`src/rtl/rv32_ctrl_pkg.sv`:
```
// rtl/rv32_ctrl_pkg.sv - shared branch-control constants, FSM encoding and compare helpers
// Contents: funct3 codes, Branch one-hot bit indices, PC-unit state enum,
//           br_funct3() maps a Branch bit index to its funct3,
//           br_cond() evaluates one branch condition.
package rv32_ctrl_pkg;

    localparam logic [2:0] FUNCT3_BEQ  = 3'b000;
    localparam logic [2:0] FUNCT3_BNE  = 3'b001;
    localparam logic [2:0] FUNCT3_BLT  = 3'b100;
    localparam logic [2:0] FUNCT3_BGE  = 3'b101;
    localparam logic [2:0] FUNCT3_BLTU = 3'b110;
    localparam logic [2:0] FUNCT3_BGEU = 3'b111;

    localparam int BR_BEQ  = 0;
    localparam int BR_BNE  = 1;
    localparam int BR_BLT  = 2;
    localparam int BR_BGE  = 3;
    localparam int BR_BLTU = 4;
    localparam int BR_BGEU = 5;
    localparam int BR_W    = 6;

    typedef enum logic {
        ST_RUN   = 1'b0,
        ST_FLUSH = 1'b1
    } state_e;

    function automatic logic [2:0] br_funct3(input int idx);
        case (idx)
            BR_BEQ:  return FUNCT3_BEQ;
            BR_BNE:  return FUNCT3_BNE;
            BR_BLT:  return FUNCT3_BLT;
            BR_BGE:  return FUNCT3_BGE;
            BR_BLTU: return FUNCT3_BLTU;
            BR_BGEU: return FUNCT3_BGEU;
            default: return FUNCT3_BEQ;
        endcase
    endfunction

    function automatic logic br_cond(input logic [2:0] funct3,
                                     input logic [31:0] a,
                                     input logic [31:0] b);
        case (funct3)
            FUNCT3_BEQ:  return a == b;
            FUNCT3_BNE:  return a != b;
            FUNCT3_BLT:  return $signed(a) <  $signed(b);
            FUNCT3_BGE:  return $signed(a) >= $signed(b);
            FUNCT3_BLTU: return a <  b;
            FUNCT3_BGEU: return a >= b;
            default:     return 1'b0;
        endcase
    endfunction

endpackage

```
`src/rtl/branch_cmp.sv`:
```
// rtl/branch_cmp.sv - combinational branch condition resolver
// Ports: RD1/RD2 operands, Branch one-hot type in;
//        CondTrue (selected condition holds), MultiHot (illegal multi-bit Branch) out.
module branch_cmp
    import rv32_ctrl_pkg::*;
(
    input  logic [31:0]     RD1,
    input  logic [31:0]     RD2,
    input  logic [BR_W-1:0] Branch,
    output logic            CondTrue,
    output logic            MultiHot
);

    logic hit;

    always_comb begin
        hit = 1'b0;
        for (int i = 0; i < BR_W; i++) begin
            hit = hit | (Branch[i] & br_cond(br_funct3(i), RD1, RD2));
        end
        // x & (x-1) clears the lowest set bit; anything left means two or more bits.
        MultiHot = (Branch & (Branch - 1'b1)) != '0;
        CondTrue = hit & ~MultiHot;
    end

endmodule

```
`src/rtl/branch_pc_unit.sv`:
```
// rtl/branch_pc_unit.sv - branch resolution, next-PC, PC register and post-redirect flush sequencer
// Ports: clk, rst (sync active-low), en (0 = stall); Branch/Jump/JumpReg controls,
//        RD1/RD2/ImmExt operands; PC (registered), PCPlus4/PCTarget/Taken (comb),
//        Flush/Misalign/BrErr (registered).
// Build option BRANCH_PC_STATS_EN adds BrCount/TakenCount saturating counters.
module branch_pc_unit
    import rv32_ctrl_pkg::*;
#(
    parameter logic [31:0] RESET_PC     = 32'h0000_0000,
    parameter int          FLUSH_CYCLES = 2
) (
    input  logic            clk,
    input  logic            rst,
    input  logic            en,
    input  logic [BR_W-1:0] Branch,
    input  logic            Jump,
    input  logic            JumpReg,
    input  logic [31:0]     RD1,
    input  logic [31:0]     RD2,
    input  logic [31:0]     ImmExt,
    output logic [31:0]     PC,
    output logic [31:0]     PCPlus4,
    output logic [31:0]     PCTarget,
    output logic            Taken,
    output logic            Flush,
    output logic            Misalign,
    output logic            BrErr
`ifdef BRANCH_PC_STATS_EN
    ,
    output logic [31:0]     BrCount,
    output logic [31:0]     TakenCount
`endif
);

    localparam logic [2:0] FLUSH_INIT = 3'(FLUSH_CYCLES - 1);

    logic [31:0] pc_q, pc_d;
    state_e      state_q, state_d;
    logic [2:0]  cnt_q, cnt_d;
    logic        flush_q, flush_d;
    logic        misalign_q, misalign_d;
    logic        brerr_q, brerr_d;

    logic        cond_true, multi_hot;
    logic        redirect_req, misalign_hit;
    logic [31:0] jalr_sum;

    branch_cmp u_cmp (
        .RD1      (RD1),
        .RD2      (RD2),
        .Branch   (Branch),
        .CondTrue (cond_true),
        .MultiHot (multi_hot)
    );

    // Output / datapath logic
    always_comb begin
        PCPlus4  = pc_q + 32'd4;
        jalr_sum = RD1 + ImmExt;
        if (Jump && JumpReg) begin
            PCTarget = jalr_sum & ~32'd1;
        end else begin
            PCTarget = pc_q + ImmExt;
        end
        // In FLUSH the instruction at this PC is being squashed, so its controls are ignored.
        redirect_req = (state_q == ST_RUN) && (Jump || cond_true);
        Taken        = redirect_req && !PCTarget[1];
        misalign_hit = redirect_req && PCTarget[1];
    end

    // Next-state logic
    always_comb begin
        pc_d       = pc_q;
        state_d    = state_q;
        cnt_d      = cnt_q;
        flush_d    = flush_q;
        brerr_d    = brerr_q;
        misalign_d = en && misalign_hit;
        if (en) begin
            case (state_q)
                ST_RUN: begin
                    brerr_d = brerr_q | multi_hot;
                    if (Taken) begin
                        pc_d    = PCTarget;
                        state_d = ST_FLUSH;
                        cnt_d   = FLUSH_INIT;
                        flush_d = 1'b1;
                    end else begin
                        pc_d = PCPlus4;
                    end
                end
                ST_FLUSH: begin
                    pc_d = PCPlus4;
                    if (cnt_q == 3'd0) begin
                        state_d = ST_RUN;
                        flush_d = 1'b0;
                    end else begin
                        cnt_d = cnt_q - 3'd1;
                    end
                end
                default: begin
                    state_d = ST_RUN;
                    flush_d = 1'b0;
                end
            endcase
        end
    end

    // State register
    always_ff @(posedge clk) begin
        if (!rst) begin
            pc_q       <= RESET_PC;
            state_q    <= ST_RUN;
            cnt_q      <= 3'd0;
            flush_q    <= 1'b0;
            misalign_q <= 1'b0;
            brerr_q    <= 1'b0;
        end else begin
            pc_q       <= pc_d;
            state_q    <= state_d;
            cnt_q      <= cnt_d;
            flush_q    <= flush_d;
            misalign_q <= misalign_d;
            brerr_q    <= brerr_d;
        end
    end

    assign PC       = pc_q;
    assign Flush    = flush_q;
    assign Misalign = misalign_q;
    assign BrErr    = brerr_q;

`ifdef BRANCH_PC_STATS_EN
    logic [31:0] br_count_q, br_count_d;
    logic [31:0] taken_count_q, taken_count_d;
    logic        single_br;

    always_comb begin
        single_br     = en && (state_q == ST_RUN) && (Branch != '0) && !multi_hot;
        br_count_d    = br_count_q;
        taken_count_d = taken_count_q;
        if (single_br && (br_count_q != 32'hFFFF_FFFF)) begin
            br_count_d = br_count_q + 32'd1;
        end
        if (single_br && Taken && (taken_count_q != 32'hFFFF_FFFF)) begin
            taken_count_d = taken_count_q + 32'd1;
        end
    end

    always_ff @(posedge clk) begin
        if (!rst) begin
            br_count_q    <= 32'd0;
            taken_count_q <= 32'd0;
        end else begin
            br_count_q    <= br_count_d;
            taken_count_q <= taken_count_d;
        end
    end

    assign BrCount    = br_count_q;
    assign TakenCount = taken_count_q;
`endif

endmodule

```
`config.mk`:
```
export PLATFORM = sky130hd
export DESIGN_NAME = branch_pc_unit
export DESIGN_NICKNAME = d
export VERILOG_FILES = /design/src/rtl/rv32_ctrl_pkg.sv /design/src/rtl/branch_cmp.sv /design/src/rtl/branch_pc_unit.sv
export SDC_FILE = /design/constraint.sdc
export NUM_CORES = 1
export LEC_CHECK = 0
export BUFFER_PORTS_ARGS = -buffer_cell sky130_fd_sc_hd__buf_2
export CAP_MARGIN = 0
export CORE_MARGIN = 4
export CORE_UTILIZATION = 50
export CTS_BUF_LIST = sky130_fd_sc_hd__clkbuf_4 sky130_fd_sc_hd__clkbuf_8 sky130_fd_sc_hd__clkbuf_16
export CTS_CLUSTER_DIAMETER = 30
export DETAILED_ROUTE_END_ITERATION = 16
export PLACE_DENSITY = 0.8
export REMOVE_ABC_BUFFERS = 1
export SETUP_SLACK_MARGIN = 0.05
export SLEW_MARGIN = 30
export SYNTH_ARGS = -nofsm -noshare
export SYNTH_HDL_FRONTEND = slang
export SYNTH_SLANG_ARGS = --single-unit
```
`constraint.sdc`:
```
create_clock -name clk -period 4.8 [get_ports clk]
set_input_delay 0.72 -clock clk [delete_from_list [all_inputs] [get_ports clk]]
set_output_delay 0.72 -clock clk [all_outputs]
set_load 0.03 [all_outputs]
```
==> impl_metrics.json <==
{
  "grt_max_degree": 36,
  "synth-async-reset-ratio_pct": 0,
  "seq_area_frac_synth_pct": 11.3,
  "slew_viol_final": 0,
  "yosysTopAreaCell": "ha_1",
  "chipHeight_um": 125,
  "required_ns": 4.08,
  "p_per_area_nw_per_um2": 240,
  "tightestPinTransition_ns": 0.828,
  "dr_total_vias": 7964,
  "rsz0062_at_grt": "false",
  "drtPass1Iterations": 5,
  "netlist_instances": 948,
  "first_iter_violations": 521,
  "synth_area_leaders": "ha_1 17%, dfxtp_1 11%, a21oi_1 6.3%",
  "synthFlopType": "dfxtp_1",
  "hold_viol": 0,
  "postCtsSetupBuffers": 0,
  "root_buffer": "clkbuf_16",
  "grt_overflow": 0,
  "min_period_ns": 4.38,
  "tns_ns": 0,
  "dp_hpwl_mm": 19.0,
  "cts-buffers-inserted": 5,
  "via_per_inst": 6.08,
  "grt_first_pass_wirelength_mm": 36.7,
  "leakage_nw": 4.17,
  "syn2layout_area_growth_pct": 18.5,
  "antenna_left": 0,
  "layout_common_cells": "206 x buf_2, 96 x ha_1, 87 x a21oi_1, 75 x nand2_1, 66 x o21ai_0",
  "netlist_area_um2": 6900,
  "core_area_um2": 13400,
  "antenna_cells": 0,
  "power_switching_share_pct": 49.2,
  "htree_levels": 2,
  "p_int_uw": 995,
  "dieArea_um2": 15700,
  "drv_cap": 0,
  "setup_violations": 0,
  "cts_hold_buf": 0,
  "cp-end-kind": "primary output",
  "hold_path_class": "register to register",
  "ys_ff_latch": 39,
  "layout.cells.most_common": "buf_2",
  "p_seq_share_pct": 20.7,
  "clk_path_buf_depth": 2,
  "wire_per_inst_um": 17.9,
  "fp.dieW_um": 125,
  "holdWs_ns": 0.483,
  "synth.avg_cell_area_um2": 7.28,
  "ys_types": 77,
  "relSlewSlack_pct": 44.6,
  "synth_edf_count": 0,
  "cts_tree": "done",
  "cts.sinks": 39,
  "cp.arrival_ns": 3.66,
  "portBuffers": 206,
  "clock_latency_ns": 0.29,
  "grt_pass1_vias": 7291,
  "place.gp.congestion": 0.969,
  "drcViolationCount": 0,
  "drt_wl_total_mm": 23.4,
  "ios": 207,
  "ctsResizeCount": 0,
  "final_net_count": 1337,
  "p_clk_share_pct": 18.1,
  "drive_gt1_share_pct": 21.5,
  "initial_core_util_pct": 51.5,
  "critical_path_class": "input pin to primary output",
  "ys_warn_count": 0,
  "worst_setup_path_start_kind": "input pin",
  "fp-row-count": 42,
  "ir_worst_vdd_v": 0.000193,
  "combPwrFrac_pct": 61.2,
  "p_sw_uw": 964,
  "finClkSkew_ns": 0.0117,
  "grtUsageTotal_pct": 27.8,
  "max_freq_ghz": 0.228,
  "outcome": "completed",
  "min_period_over_period_pct": 91.2,
  "antenna_found_initial": 0,
  "netlist.area_leader.share_pct": 17.4,
  "clkSlewWorstSetupHoldPaths_ns": 0.06,
  "path_max_fanout": 5
}
## layer usage
| metal | GRT usage, % | share of wire [%] | vias to the layer above |
|---|---|---|---|
| met3 | 4.69 | 9.0 | 32 |
| met4 | 7.27 | 2.3 | 0 |
| met1 | 38.5 | 44 | 3676 |
| met5 | 0 | 0 | - |
| met2 | 44.9 | 45 | 368 |
| li1 | - | - | 3888 |
## sequential cells by signal (all words and copies together), names as in the netlist
| signal | cells |
|---|---|
| BrErr | 1 |
| Flush | 1 |
| Misalign | 1 |
| PC | 32 |
| cnt_q | 3 |
| state_q | 1 |
## final cells by class
type	count	area, um^2
Tap cell	176	220
Clock buffer	7	146
Clock inverter	1	8.76
Timing Repair Buffer	212	1080
Multi-Input combinational cell	811	5710
Sequential cell	39	781
Fill cell	1290	5230
Inverter	63	236
## worst paths after layout
path	to	cells past startpoint	start	slack [ns]
max	PCTarget[31]	12	RD1[8]	0.42
min	BrErr	2	BrErr	0.48
max reg2reg	PC[30]	13	PC[0]	1.39
min reg2reg	BrErr	2	BrErr	0.48
## stage by stage
step | instance area [um^2] | worst slack, ns | utilization (%) | std cells | power, mW
2_1_floorplan | 6720 | 0.766 | - | 913 | 1.23
3_3_place_gp | 8020 | 0.481 | 59.8 | 1301 | 1.58
5_1_grt | 8180 | 0.225 | 61.0 | 1309 | 2.07
6_report | 8180 | 0.423 | 61.0 | 1309 | 1.96
4_1_cts | 8170 | 0.461 | 61.0 | 1309 | 1.94
3_5_place_dp | 8020 | 0.460 | 59.8 | 1301 | 1.59
## synthesized netlist by cell type (all sizes together), types with 5 or more instances
cell	n
ha	96
a21oi	87
nand2	75
o21ai	67
inv	63
nor2	60
nand3	47
xnor2	42
dfxtp	39
xor2	28
and3	25
clkbuf	25
mux2i	24
a21o	23
nand4	17
nor3	17
nand2b	16
a31oi	14
o21a	14
a211o	13
o211ai	12
nor2b	11
o22ai	11
buf	10
o21bai	9
nand3b	7
or3	7
a211oi	6
and2	6
a21boi	5
and4	5
mux2	5
## cell families after synthesis
logic type,count (synthesis),share of synthesized area (%)
AOI/OAI and AO/OA,300,27.9
xor gates and xnor gates,70,8.89
adders and majority gates,99,18.1
buffers and inverters,98,5.98
DFF,39,11.3
muxes,29,4.35
and+or+nand+nor,313,23.4
## critical path: stages
cell	delay, ns
buf_2	0.11
ha_1	0.37
a21oi_1	0.18
nor2_1	0.06
o41ai_1	0.56
o22ai_1	0.28
nand4bb_1	0.28
a31oi_1	0.28
o221ai_1	0.18
o22ai_1	0.23
xnor2_1	0.17
buf_2	0.24
## power by group through the flow
stage	clock network [mW]	logic (mW)	registers (mW)
5_1_grt	0.365	1.30	0.408
2_1_floorplan	0	0.783	0.444
3_3_place_gp	0	1.17	0.409
4_1_cts	0.351	1.19	0.403
3_5_place_dp	0	1.18	0.410
6_report	0.354	1.20	0.405
Power figures use the tool's default switching activity.
